`config.mk`:
```
export PLATFORM = sky130hd
export DESIGN_NAME = uart_rx_frame
export DESIGN_NICKNAME = d
export VERILOG_FILES = /design/src/rtl/uart_pkg.sv /design/src/rtl/uart_rx_sampler.sv /design/src/rtl/uart_rx_frame.sv
export SDC_FILE = /design/constraint.sdc
export NUM_CORES = 1
export LEC_CHECK = 0
export CAP_MARGIN = 25
export CORE_MARGIN = 3
export CORE_UTILIZATION = 29
export CTS_CLUSTER_SIZE = 40
export DETAILED_ROUTE_END_ITERATION = 7
export PLACE_DENSITY = 0.56
export SYNTH_ARGS = -nofsm -noshare
export SYNTH_HDL_FRONTEND = slang
export SYNTH_SLANG_ARGS = --single-unit
```
`constraint.sdc`:
```
create_clock -name i_divided_clk -period 6.2 [get_ports i_divided_clk]
set_clock_uncertainty 0.15 [all_clocks]
set_input_delay 1.24 -clock i_divided_clk [delete_from_list [all_inputs] [get_ports i_divided_clk]]
set_output_delay 1.24 -clock i_divided_clk [all_outputs]
set_load 0.01 [all_outputs]
```
`src/rtl/uart_pkg.sv`:
```
// Shared UART definitions: FSM state encodings and counter sizing helper,
// used by both the receiver and the transmitter.
package uart_pkg;

  typedef enum logic [1:0] {
    S_IDLE  = 2'd0,
    S_START = 2'd1,
    S_DATA  = 2'd2,
    S_STOP  = 2'd3
  } uart_state_e;

  // Width of a counter that must be able to reach the given threshold.
  function automatic int unsigned cnt_width(input int unsigned threshold);
    return $clog2(threshold) + 1;
  endfunction

endpackage

```
`src/rtl/uart_rx_sampler.sv`:
```
// Serial line synchroniser plus optional 3-tap majority voter
// (UART_RX_MAJORITY_EN).
module uart_rx_sampler #(
  parameter logic IDLE_LEVEL = 1'b1
) (
  input  logic i_divided_clk,
  input  logic i_rst,
  input  logic i_en,
  input  logic i_rx,
  output logic o_rxs,
  output logic o_sample
);

  logic sync_q;

  always_ff @(posedge i_divided_clk or posedge i_rst) begin
    if (i_rst) begin
      sync_q <= IDLE_LEVEL;
      o_rxs  <= IDLE_LEVEL;
    end else begin
      sync_q <= i_rx;
      o_rxs  <= sync_q;
    end
  end

`ifdef UART_RX_MAJORITY_EN
  // History advances on enabled ticks only, so the taps are one tick apart
  // in the receiver's time base even when i_en is throttled.
  logic hist1_q, hist2_q;

  always_ff @(posedge i_divided_clk or posedge i_rst) begin
    if (i_rst) begin
      hist1_q <= IDLE_LEVEL;
      hist2_q <= IDLE_LEVEL;
    end else if (i_en) begin
      hist1_q <= o_rxs;
      hist2_q <= hist1_q;
    end
  end

  assign o_sample = (o_rxs & hist1_q) | (o_rxs & hist2_q) | (hist1_q & hist2_q);
`else
  logic unused_en;
  assign unused_en = i_en;
  assign o_sample  = o_rxs;
`endif

endmodule

```
`src/rtl/uart_rx_frame.sv`:
```
// Oversampling UART receiver with valid/ready output. Optional majority
// sampling is selected by UART_RX_MAJORITY_EN.
module uart_rx_frame
  import uart_pkg::*;
#(
  parameter int unsigned DATA       = 8,
  parameter int unsigned STOP       = 1,
  parameter int unsigned OSR        = 16,
  parameter logic        IDLE_LEVEL = 1'b1
) (
  input  logic            i_divided_clk,
  input  logic            i_rst,
  input  logic            i_en,
  input  logic            i_rx,
  input  logic            i_ready,
  output logic [DATA-1:0] o_data,
  output logic            o_valid,
  output logic            o_frame_err,
  output logic            o_overrun,
  output logic [1:0]      d_state
);

  localparam int unsigned HALF    = OSR / 2;
  localparam int unsigned BIT_MAX = (DATA > STOP) ? DATA : STOP;
  localparam int unsigned TW      = cnt_width(OSR);
  localparam int unsigned BW      = cnt_width(BIT_MAX);

`ifdef UART_RX_MAJORITY_EN
  // Voting needs the tick after the nominal point; delaying only the start
  // decision shifts every later sample by the same one tick.
  localparam logic [TW-1:0] START_PT = TW'(HALF);
`else
  localparam logic [TW-1:0] START_PT = TW'(HALF - 1);
`endif
  localparam logic [TW-1:0] BIT_PT    = TW'(OSR - 1);
  localparam logic [BW-1:0] DATA_LAST = BW'(DATA - 1);
  localparam logic [BW-1:0] STOP_LAST = BW'(STOP - 1);

  uart_state_e     state_q, state_d;
  logic [TW-1:0]   tick_q, tick_d;
  logic [BW-1:0]   bit_q, bit_d;
  logic [DATA-1:0] shreg_q, shreg_d;
  logic            err_q, err_d;
  logic            done, done_err;
  logic            rxs, sample;

  uart_rx_sampler #(.IDLE_LEVEL(IDLE_LEVEL)) u_sampler (
    .i_divided_clk (i_divided_clk),
    .i_rst         (i_rst),
    .i_en          (i_en),
    .i_rx          (i_rx),
    .o_rxs         (rxs),
    .o_sample      (sample)
  );

  always_ff @(posedge i_divided_clk or posedge i_rst) begin
    if (i_rst) begin
      state_q <= S_IDLE;
      tick_q  <= '0;
      bit_q   <= '0;
      shreg_q <= '0;
      err_q   <= 1'b0;
    end else begin
      state_q <= state_d;
      tick_q  <= tick_d;
      bit_q   <= bit_d;
      shreg_q <= shreg_d;
      err_q   <= err_d;
    end
  end

  always_comb begin
    state_d  = state_q;
    tick_d   = tick_q;
    bit_d    = bit_q;
    shreg_d  = shreg_q;
    err_d    = err_q;
    done     = 1'b0;
    done_err = 1'b0;
    if (i_en) begin
      case (state_q)
        S_IDLE: begin
          if (rxs == ~IDLE_LEVEL) begin
            state_d = S_START;
            tick_d  = '0;
            bit_d   = '0;
            err_d   = 1'b0;
          end
        end
        S_START: begin
          if (tick_q == START_PT) begin
            tick_d  = '0;
            bit_d   = '0;
            state_d = (sample == ~IDLE_LEVEL) ? S_DATA : S_IDLE;
          end else begin
            tick_d = tick_q + 1'b1;
          end
        end
        S_DATA: begin
          if (tick_q == BIT_PT) begin
            tick_d  = '0;
            shreg_d = {sample, shreg_q[DATA-1:1]};
            if (bit_q == DATA_LAST) begin
              bit_d   = '0;
              state_d = S_STOP;
            end else begin
              bit_d = bit_q + 1'b1;
            end
          end else begin
            tick_d = tick_q + 1'b1;
          end
        end
        S_STOP: begin
          if (tick_q == BIT_PT) begin
            tick_d = '0;
            if (sample != IDLE_LEVEL) err_d = 1'b1;
            if (bit_q == STOP_LAST) begin
              done     = 1'b1;
              done_err = err_q | (sample != IDLE_LEVEL);
              bit_d    = '0;
              err_d    = 1'b0;
              state_d  = S_IDLE;
            end else begin
              bit_d = bit_q + 1'b1;
            end
          end else begin
            tick_d = tick_q + 1'b1;
          end
        end
        default: begin
          state_d = S_IDLE;
          tick_d  = '0;
          bit_d   = '0;
        end
      endcase
    end
  end

  // Handshake clear runs every cycle; a completing frame overrides it.
  always_ff @(posedge i_divided_clk or posedge i_rst) begin
    if (i_rst) begin
      o_data      <= '0;
      o_valid     <= 1'b0;
      o_frame_err <= 1'b0;
      o_overrun   <= 1'b0;
    end else begin
      o_frame_err <= 1'b0;
      o_overrun   <= 1'b0;
      if (o_valid && i_ready) o_valid <= 1'b0;
      if (done) begin
        if (done_err) begin
          o_frame_err <= 1'b1;
        end else if (!o_valid || i_ready) begin
          o_data  <= shreg_q;
          o_valid <= 1'b1;
        end else begin
          o_overrun <= 1'b1;
        end
      end
    end
  end

  assign d_state = state_q;

endmodule

```
# After elaboration in Yosys (flattened, before gate mapping)
# Cells that the tools add are included.
# classes
addsub,2
n_eq_ne,13
n_mux,41
bitwise_logic,3
reduce_logical,13
# ops
cell,n
$mux 4,6
$mux 1,21
$pmux 4 s4,1
$mux 5,3
$pmux 5 s3,1
$mux 2,7
$ne 2x2->1 const B,6
$reduce_and 5->1,2
$pmux 2 s4,1
$reduce_and 7->1,1
$reduce_and 3->1,2
$add 5x1->5 const B,1
$eq 5x3->1 const B,1
$eq 5x4->1 const B,1
$add 4x1->4 const B,1
$eq 2x2->1 const B,2
$eq 4x3->1 const B,1
$logic_not 4->1,1
$ne 3x3->1 const B,1
$eq 2x1->1 const B,1
$logic_not 2->1,1
$not 1->1,2
$pmux 1 s2,1
$reduce_and 2->1,1
other kinds (6),6
# word_totals
regBits,33
inputBits,5
out_inout_bits,13

# Depth between registers and ports, before layout
# Gate-level depths: netlist (run 1).
# depth
depth_word,8
ltp_mapped,7

# By module
# Synthesis (run 1) repeated with hierarchy kept, for this count alone.
# unflattened
cells_unflattened,131
area_unflattened_um2,1584.0
# modules_own_cells
mod,n_inst,cells_per_inst,area_per_inst_um2,seq_area_each_um2
uart_rx_frame,1,127,1520.2,775.7
uart_rx_sampler,1,4,63.8,52.6

# Worst setup path after synthesis (run 1)
# OpenSTA, ideal clock, no wires.
# synth_timing
path_type,input to register
startpoint,in i_en
endpoint,reg o_data[0]
arrival_ns,2.271
slack_ns,3.654
stages,5
n_path_buf,1
cell_sequence,nand2_1 or4_4 nand2b_4 buf_6 mux2_4
# synth_between
elab_chain_cells,3
elab_cells_between_ends,4
# synth_rtl
element,line_no,rtl
from (decl),uart_rx_frame.sv:13,"input logic i_en,"
$mux 1,uart_rx_frame.sv:80,if (i_en) begin
$not 1->1 (no line),n/a,
$reduce_and 3->1 (no line) (*),n/a,
to (signal assigned),uart_rx_frame.sv:154,o_data <= shreg_q;
to (decl),uart_rx_frame.sv:16,"output logic [DATA-1:0] o_data,"
# Mark *: on every way between the ends. The rest lies on a longest branch, timed or not.
# A chain may end at the register's enable or synchronous reset.

# Worst setup path in the final report (run 1)
# layout_timing
startpoint,in i_en
endpoint,reg tick_q[3]
# layout_between
elab_chain_cells,1
# layout_rtl
element,line_no,rtl
$reduce_and 2->1 (no line),n/a,
to (signal assigned),uart_rx_frame.sv:65,tick_q <= tick_d;
to (decl),uart_rx_frame.sv:40,"logic [TW-1:0] tick_q, tick_d;"
# Every way passes these cells.

==> results.txt, run 1 <==
- Run status: complete, no violations
- Data arrives at the worst endpoint at around 3200 ps.
- Combinational fraction of design power: 0.105
- Prior to clock tree synthesis, the placed netlist has a worst setup slack of 2840 ps.
* Die W: between 80 and 90 um
* Minimum setup slack among reg-to-reg paths: between 3000 and 4000 ps
- Number of antenna diodes: 0
* Switch Pwr: about 0.12 mW
- Share of layout cells above drive strength 1: 0.209
* CORE AREA: 5340 um^2
* Multi-input gate area: 787 um^2
- The floorplan step defined a die boundary enclosing roughly 6700 um^2.
- Count of mapped cells out of synthesis: 135
* Crit path launch type: input port
- In this run the post-CTS setup repair buffer count came out at 0.
- Maximum root-to-sink buffer count: 2
* # resized after CTS: 0
* CP max FO: 10
- Per-cell via count in the routed design: a little over 5
- Final routed DRC violation total: 0
- Overall Global Routing Usage: 0.111
- Sequential group share of total power: 0.491
* Number of register bits inferred by synthesis: 33
- Class of the most critical setup path: input port to flip-flop
- The largest total area in the synthesized netlist belongs to dfrtp_1.
- Total count of hold-check failures in the final report: 0
- Count of hold buffers inserted by post-cts repair: 0
- In this run the number of H-tree levels came out at 2.
* Net count of the finished layout: around 170
- Switching Share: 0.239
* Number of design-rule violations left by the first detailed-router iteration: 105
* Setup repair after global routing missed its margin: no
* Average size of a mapped cell: around 12 um^2
- Number of global-route vias before repair: between 1000 and 1500
- Skew-Pair Late Insertion Delay: approximately 280 ps
- Worst relative slew slack: 0.503
- Of all flip-flops after synthesis, the portion carrying an async set or reset was 1.00.
- Worst hold slack: 208 ps
- Final critical-path required period: 3120 ps
- The worst path meets setup with just over 3000 ps of slack.
* Placed instance area: roughly 1900 um^2
* Power density normalized to cell area: roughly 250 nW/um^2
* Transition at the pin with the smallest max-transition slack: 744 ps
* Filler-free cell count of the finished design: roughly 230
- Global-route congestion overflow total: 0
- Peak supply drop: approximately 0.000081 V
* Total number of vias: around 1200
- Port buffering added 17 buffers.
* Sinks on Clock Net: 33
- Achievable frequency: 320 MHz
- Cell-internal power: about 0.39 mW
- With fillers left out, the area of the finished cells amounts to 2020 um^2.
* Top-level I/O count: 18
* Net count of the mapped netlist: around 150
- After legalization and detailed placement, the total HPWL measured 2400 um.
- Number of warnings reported in the yosys synthesis log: 0
- After detailed placement, the design holds a cell count of 220.
- Number of rows in the core area: 26
- Critical Path RT: 6270 ps
- Share of synthesized area occupied by flip-flops and latches: 0.499
- Count of unique library cells instantiated by Yosys: between 40 and 50
- In the synthesized netlist the dominant register cell turns out to be dfrtp_1.
- Kind of capture point of the worst setup path: flip-flop
- Wire length per cell after detailed routing: 14.2 um
- Measured along the y axis, the die boundary spans roughly 80 um.
* Clock Root Buffer: clkbuf_8
- Adding up every negative setup slack in the final design gives 0 ps.
- Of the post-synthesis cell area, the dominant cell type holds 0.467.
- The share of total power dissipated in the clock network is 0.404.
- Largest net degree at the start of global routing: 34
- Pre-antenna DRT Iters: 4
* Count of max-cap constraint violations: 0
* Portion of the clock cycle consumed by the worst path in the final layout: 0.504
- The detail route stage leaves a number of antenna-violating nets equal to 0.
- The initial utilization of the core area, before any placement, comes to 0.311.
* Slew Viols, Final: 0
- Cell Area, Synth: between 1500 and 2000 um^2
- Leakage component of the power: around 1 nW
- The initial antenna violation count is 0.
- The congestion estimate from routability-driven global placement came to 0.746.
- Setup violations remaining at the end of the flow were counted as 0.
- Global-route wire length before repair: between 5000 and 6000 um
* Sequential Area: roughly 830 um^2
* Cts bufs inserted: 5
* CTS tree: built
* Number of enable flip-flop cells after synthesis: 0
- Area growth from synthesis to layout: 21.9%
- DRT Wirelength: between 3000 and 4000 um
- The filler cells instantiated in the layout total 505.
- Clock slew at reported path FFs: 70 ps
- Min-delay worst type: flip-flop to flip-flop
* Top cells by area in the synthesized netlist: dfrtp_1, mux2_4, ha_1
power by group through the flow:
stage                     Clock, mW  Combinational, mW  Sequential (mW)
after floorplan                   0             0.0412            0.247
after global placement            0             0.0511            0.251
after detailed placement          0             0.0532            0.252
after CTS                     0.212             0.0537            0.249
after global routing          0.224             0.0605            0.253
final                         0.206             0.0535            0.250
metrics by stage:
step / power, mW / utilization
after CTS: 0.514 / 0.379
after global routing: 0.537 / 0.379
after detailed placement: 0.306 / 0.357
after global placement: 0.302 / 0.357
after floorplan: 0.288 / -
final: 0.509 / 0.379
per-layer routing:
metal  routed length [um]  up-vias  track usage
li1                     -      540            -
met1                 1500      573        0.138
met2                 1540       29        0.169
met3                  146        8       0.0373
met4                   63        0       0.0581
met5                    0        -            0
sequential cells by signal (all words and copies together), names as in the netlist, named ones only:
register          cells
o_overrun             1
o_valid               1
u_sampler.sync_q      1
tick_q                5
shreg_q               8
o_frame_err           1
d_state               1
bit_q                 4
err_q                 1
o_data                8
u_sampler.o_rxs       1
critical path, cell delays in order:
cell,delay [ps]
clkdlybuf4s50_1,510
a21boi_1,640
nand2b_1,230
a2111oi_0,450
a21o_1,130
final cells by class:
type | count | area share
Sequential cell | 33 | 0.409
Clock buffer | 7 | 0.0427
Inverter | 7 | 0.0130
Multi-Input combinational cell | 92 | 0.389
Clock inverter | 1 | 0.0148
Timing Repair Buffer | 18 | 0.0878
Tap cell | 70 | 0.0433
cells in the mapped netlist, types with 2 or more instances:
master,instances
o41ai_1,2
o2bb2ai_1,2
nand2_1,9
dfstp_2,2
dfrtp_1,31
clkbuf_1,2
mux2_2,10
nand2b_1,3
inv_1,7
or2b_1,2
mux2i_1,3
a32oi_1,2
ha_1,9
o211ai_1,2
nand4_1,2
o21ai_0,5
mux2_4,8
nor3_1,2
and3_1,2
nor2_1,5
nand3_1,4
path summary, 6_finish.rpt:
check | from | endpoint | cells past startpoint
setup / recovery | i_en | tick_q[3] | 5
setup reg to reg | d_state[0] | bit_q[0] | 6
hold reg to reg | u_sampler.sync_q | u_sampler.o_rxs | 0
max in group asynchronous | i_rst | u_sampler.o_rxs | 3
min in group asynchronous | i_rst | shreg_q[1] | 3
hold / removal | u_sampler.sync_q | u_sampler.o_rxs | 0
cells by family after synthesis:
| group | count (synthesis) | synth area share |
|---|---|---|
| and+or+nand+nor | 39 | 0.145 |
| DFF | 33 | 0.499 |
| AOI/OAI and AO/OA | 23 | 0.102 |
| muxes | 21 | 0.158 |
| buffers and inverters | 10 | 0.0271 |
| adders and majority gates | 9 | 0.0678 |
cells in the final DEF, fill, tap and decap left out, types with 2 or more instances in the layout:
| cell | instances |
|---|---|
| o2bb2ai_1 | 2 |
| clkdlybuf4s50_1 | 17 |
| mux2i_1 | 3 |
| o21ai_0 | 5 |
| o41ai_1 | 2 |
| ha_1 | 9 |
| nand2_1 | 9 |
| or2b_1 | 2 |
| clkbuf_8 | 6 |
| dfstp_2 | 2 |
| mux2_4 | 8 |
| nand3_1 | 4 |
| mux2_2 | 10 |
| inv_1 | 7 |
| o211ai_1 | 2 |
| and3_1 | 2 |
| a32oi_1 | 2 |
| nand4_1 | 2 |
| nor2_1 | 5 |
| dfrtp_1 | 31 |
| nand2b_1 | 3 |
| nor3_1 | 2 |
Note: power is estimated with default switching activity, not from simulation.
==> inputs of run 2 (changes only) <==
--- a/config.mk
+++ b/config.mk
@@ -10,7 +10,7 @@
 export CORE_UTILIZATION = 29
 export CTS_CLUSTER_SIZE = 40
 export DETAILED_ROUTE_END_ITERATION = 7
-export PLACE_DENSITY = 0.56
+export PLACE_DENSITY = 0.57
 export SYNTH_ARGS = -nofsm -noshare
 export SYNTH_HDL_FRONTEND = slang
 export SYNTH_SLANG_ARGS = --single-unit
==> constraint.sdc (replaced) <==
create_clock -name i_divided_clk -period 2.8 [get_ports i_divided_clk]
set_clock_uncertainty 0.15 [all_clocks]
set_input_delay 0.56 -clock i_divided_clk [delete_from_list [all_inputs] [get_ports i_divided_clk]]
set_output_delay 0.56 -clock i_divided_clk [all_outputs]
set_load 0.01 [all_outputs]
==> results.txt, run 2 (synthesized netlist as in run 1, its figures left out) <==
* Peak supply drop: 0.000220 V (was 0.0000809 V)
- The count of clock tree sinks came to 33 (unchanged).
- Largest net degree at the start of global routing: 34 (unchanged)
* Share of layout cells above drive strength 1: 0.230 (was 0.209)
- Count of nets left with antenna violations after detail routing: 0 (unchanged)
- Worst relative slew slack: 0.705 (was 0.503)
- Number of design-rule violations left by the first detailed-router iteration: 30 (was 105)
- CORE AREA: 5340 um^2 (unchanged)
- Maximum root-to-sink buffer count: 2 (unchanged)
* Critical path arrival: 2420 ps (was 3200 ps)
* Gpl congestion: 0.795 (was 0.746)
* Total number of vias: 1122 (was 1150)
* Class of the most critical setup path: flip-flop to flip-flop (was input port to flip-flop)
- The final sum of negative setup slack came to 0 ps (unchanged).
* Min-delay worst type: flip-flop to flip-flop (unchanged)
- The largest incremental delay on the critical path is 540 ps (was 640 ps).
- Area growth from synthesis to layout: 21.4% (was 21.9%)
- Skew-Pair Late Insertion Delay: 290 ps (was 280 ps)
- The buffers inserted during post-CTS setup optimization came to 0 (unchanged).
- The average via count per standard cell came to 4.86 (was 5.04).
- DRT Wirelength: 3110 um (was 3250 um)
- DP HPWL: 2300 um (was 2400 um)
- Antenna violations before repair: 0 (unchanged)
- The power per standard cell area is 506 nW/um^2 (was 252 nW/um^2).
* Final critical-path required period: ~2400 ps
- Global-route congestion overflow total: 0 (unchanged)
- CP max FO: 8 (was 10)
- Critical Path RT: 2820 ps (was 6270 ps)
- Achievable frequency: between 400 and 500 MHz
* Kind of capture point of the worst setup path: flip-flop (unchanged)
- The floorplan die area was 6670 um^2 (unchanged).
- The cell leakage power was 0.992 nW (was 0.994 nW).
* Number of antenna diodes: 0 (unchanged)
* Die height: 81.7 um (unchanged)
- The via count of the first global-routing pass came to 1112 (was 1101).
- Pre-antenna DRT Iters: 4 (unchanged)
* IO buf count: 17 (unchanged)
- # resized after CTS: 0 (unchanged)
- The number of buffers inserted during clock tree synthesis is 5 (unchanged).
* Count of hold buffers inserted by post-cts repair: 0 (unchanged)
- The final-report max-slew violation count is 0 (unchanged).
- Run status: complete, no violations (unchanged).
* Wire length per cell after detailed routing: 13.4 um (was 14.2 um)
* Filler-free cell count of the finished design: 231 (was 228)
- The number of fill cells in the layout was 537 (was 505).
* Clock Root Buffer: clkbuf_8 (unchanged)
- The standard-cell row count is 26 (unchanged).
- Final routed DRC violation total: 0 (unchanged)
* Initial core utilization: 0.311 (unchanged)
* Portion of the clock cycle consumed by the worst path in the final layout: 0.858
- Net count of the finished layout: 174 (was 171)
- The clock tree from TritonCTS is built (unchanged).
* Worst-path cell chain: inv_1 -> ha_1 -> or3b_4 -> or4_4 -> nand2b_4 -> mux2_4 (was clkdlybuf4s50_1 -> a21boi_1 -> nand2b_1 -> a2111oi_0 -> a21o_1)
* Crit path launch type: flip-flop (was input port)
- Count of H-tree levels built during CTS: 2 (unchanged)
- Leading cell types in the layout, fill and taps excluded: dfrtp_1, clkdlybuf4s50_1, mux2_2 (unchanged).
- Total count of hold-check failures in the final report: 0 (unchanged)
* Transition at the pin with the smallest max-transition slack: 442 ps (was 744 ps)
* Top-level I/O count: 18 (unchanged)
* Registers with the most flip-flops: o_data (8), shreg_q (8), tick_q (5) (unchanged)
* Minimum setup slack among reg-to-reg paths: 400 ps (was 3660 ps)
- Placed cell count: 223 (was 220)
* Setup violations, final: 0 (unchanged)
* Die W: 81.7 um (unchanged)
- The commonest non-fill, non-tap cell in the layout is dfrtp_1 (unchanged).
- Overall Global Routing Usage: 0.106 (was 0.111)
- The final-layout worst hold slack was 206 ps (was 208 ps).
- Setup repair after global routing missed its margin: no (unchanged).
- Clock slew at reported path FFs: 70 ps (about the same)
- Global-route wire length before repair: 5290 um (was 5480 um)
* Count of max-cap constraint violations: 0 (unchanged)
- Library cell contributing the largest single delay on the critical path: or4_4 (was a21boi_1)
[run 2: where the power goes]
group | switching [mW] | total, mW | leakage (nW) | internal (mW)
registers | 0.0388 | 0.547 | 0.421 | 0.508
clock network | 0.183 | 0.354 | 0.0439 | 0.171
logic | 0.0576 | 0.118 | 0.527 | 0.0608
total | 0.279 | 1.02 | 0.992 | 0.741
[run 2: routing by layer]
metal  routed length [um]  global-route usage
met1                 1420               0.128
met5                    0                   0
met2                 1490               0.169
met4                   38              0.0349
met3                  151              0.0450
[run 2: layout make-up]
class	count	area, um^2	area share
Timing Repair Buffer	21	200	0.0993
Tap cell	70	87.6	0.0435
Sequential cell	33	828	0.411
Inverter	7	26.3	0.0130
Clock buffer	5	68.8	0.0341
Clock inverter	3	17.5	0.00869
Multi-Input combinational cell	92	787	0.390
[run 2: worst paths after layout]
check	startpoint	endpoint	cells after the start
setup / recovery	bit_q[0]	o_data[0]	6
hold / removal	u_sampler.sync_q	u_sampler.o_rxs	0
setup reg to reg	bit_q[0]	o_data[0]	6
hold reg to reg	u_sampler.sync_q	u_sampler.o_rxs	0
max in group asynchronous	i_rst	u_sampler.o_rxs	3
min in group asynchronous	i_rst	bit_q[3]	3
[run 2: critical path: cells and delay by family, from the launching register on]
kind	cells	cell delay, ps
fa+ha+maj	1	140
buf+inv	1	80
flops	1	420
mux	1	320
simple gates	3	1170
[run 2: stage by stage]
step                instance area (um^2)  setup slack [ps]  utilization  total power [mW]
floorplan                           1660               440            -             0.637
global placement                    1930               399        0.362             0.668
detailed placement                  1930               353        0.362             0.676
CTS                                 2020               384        0.378              1.04
global route                        2020               321        0.378              1.08
finish                              2020               397        0.378              1.02
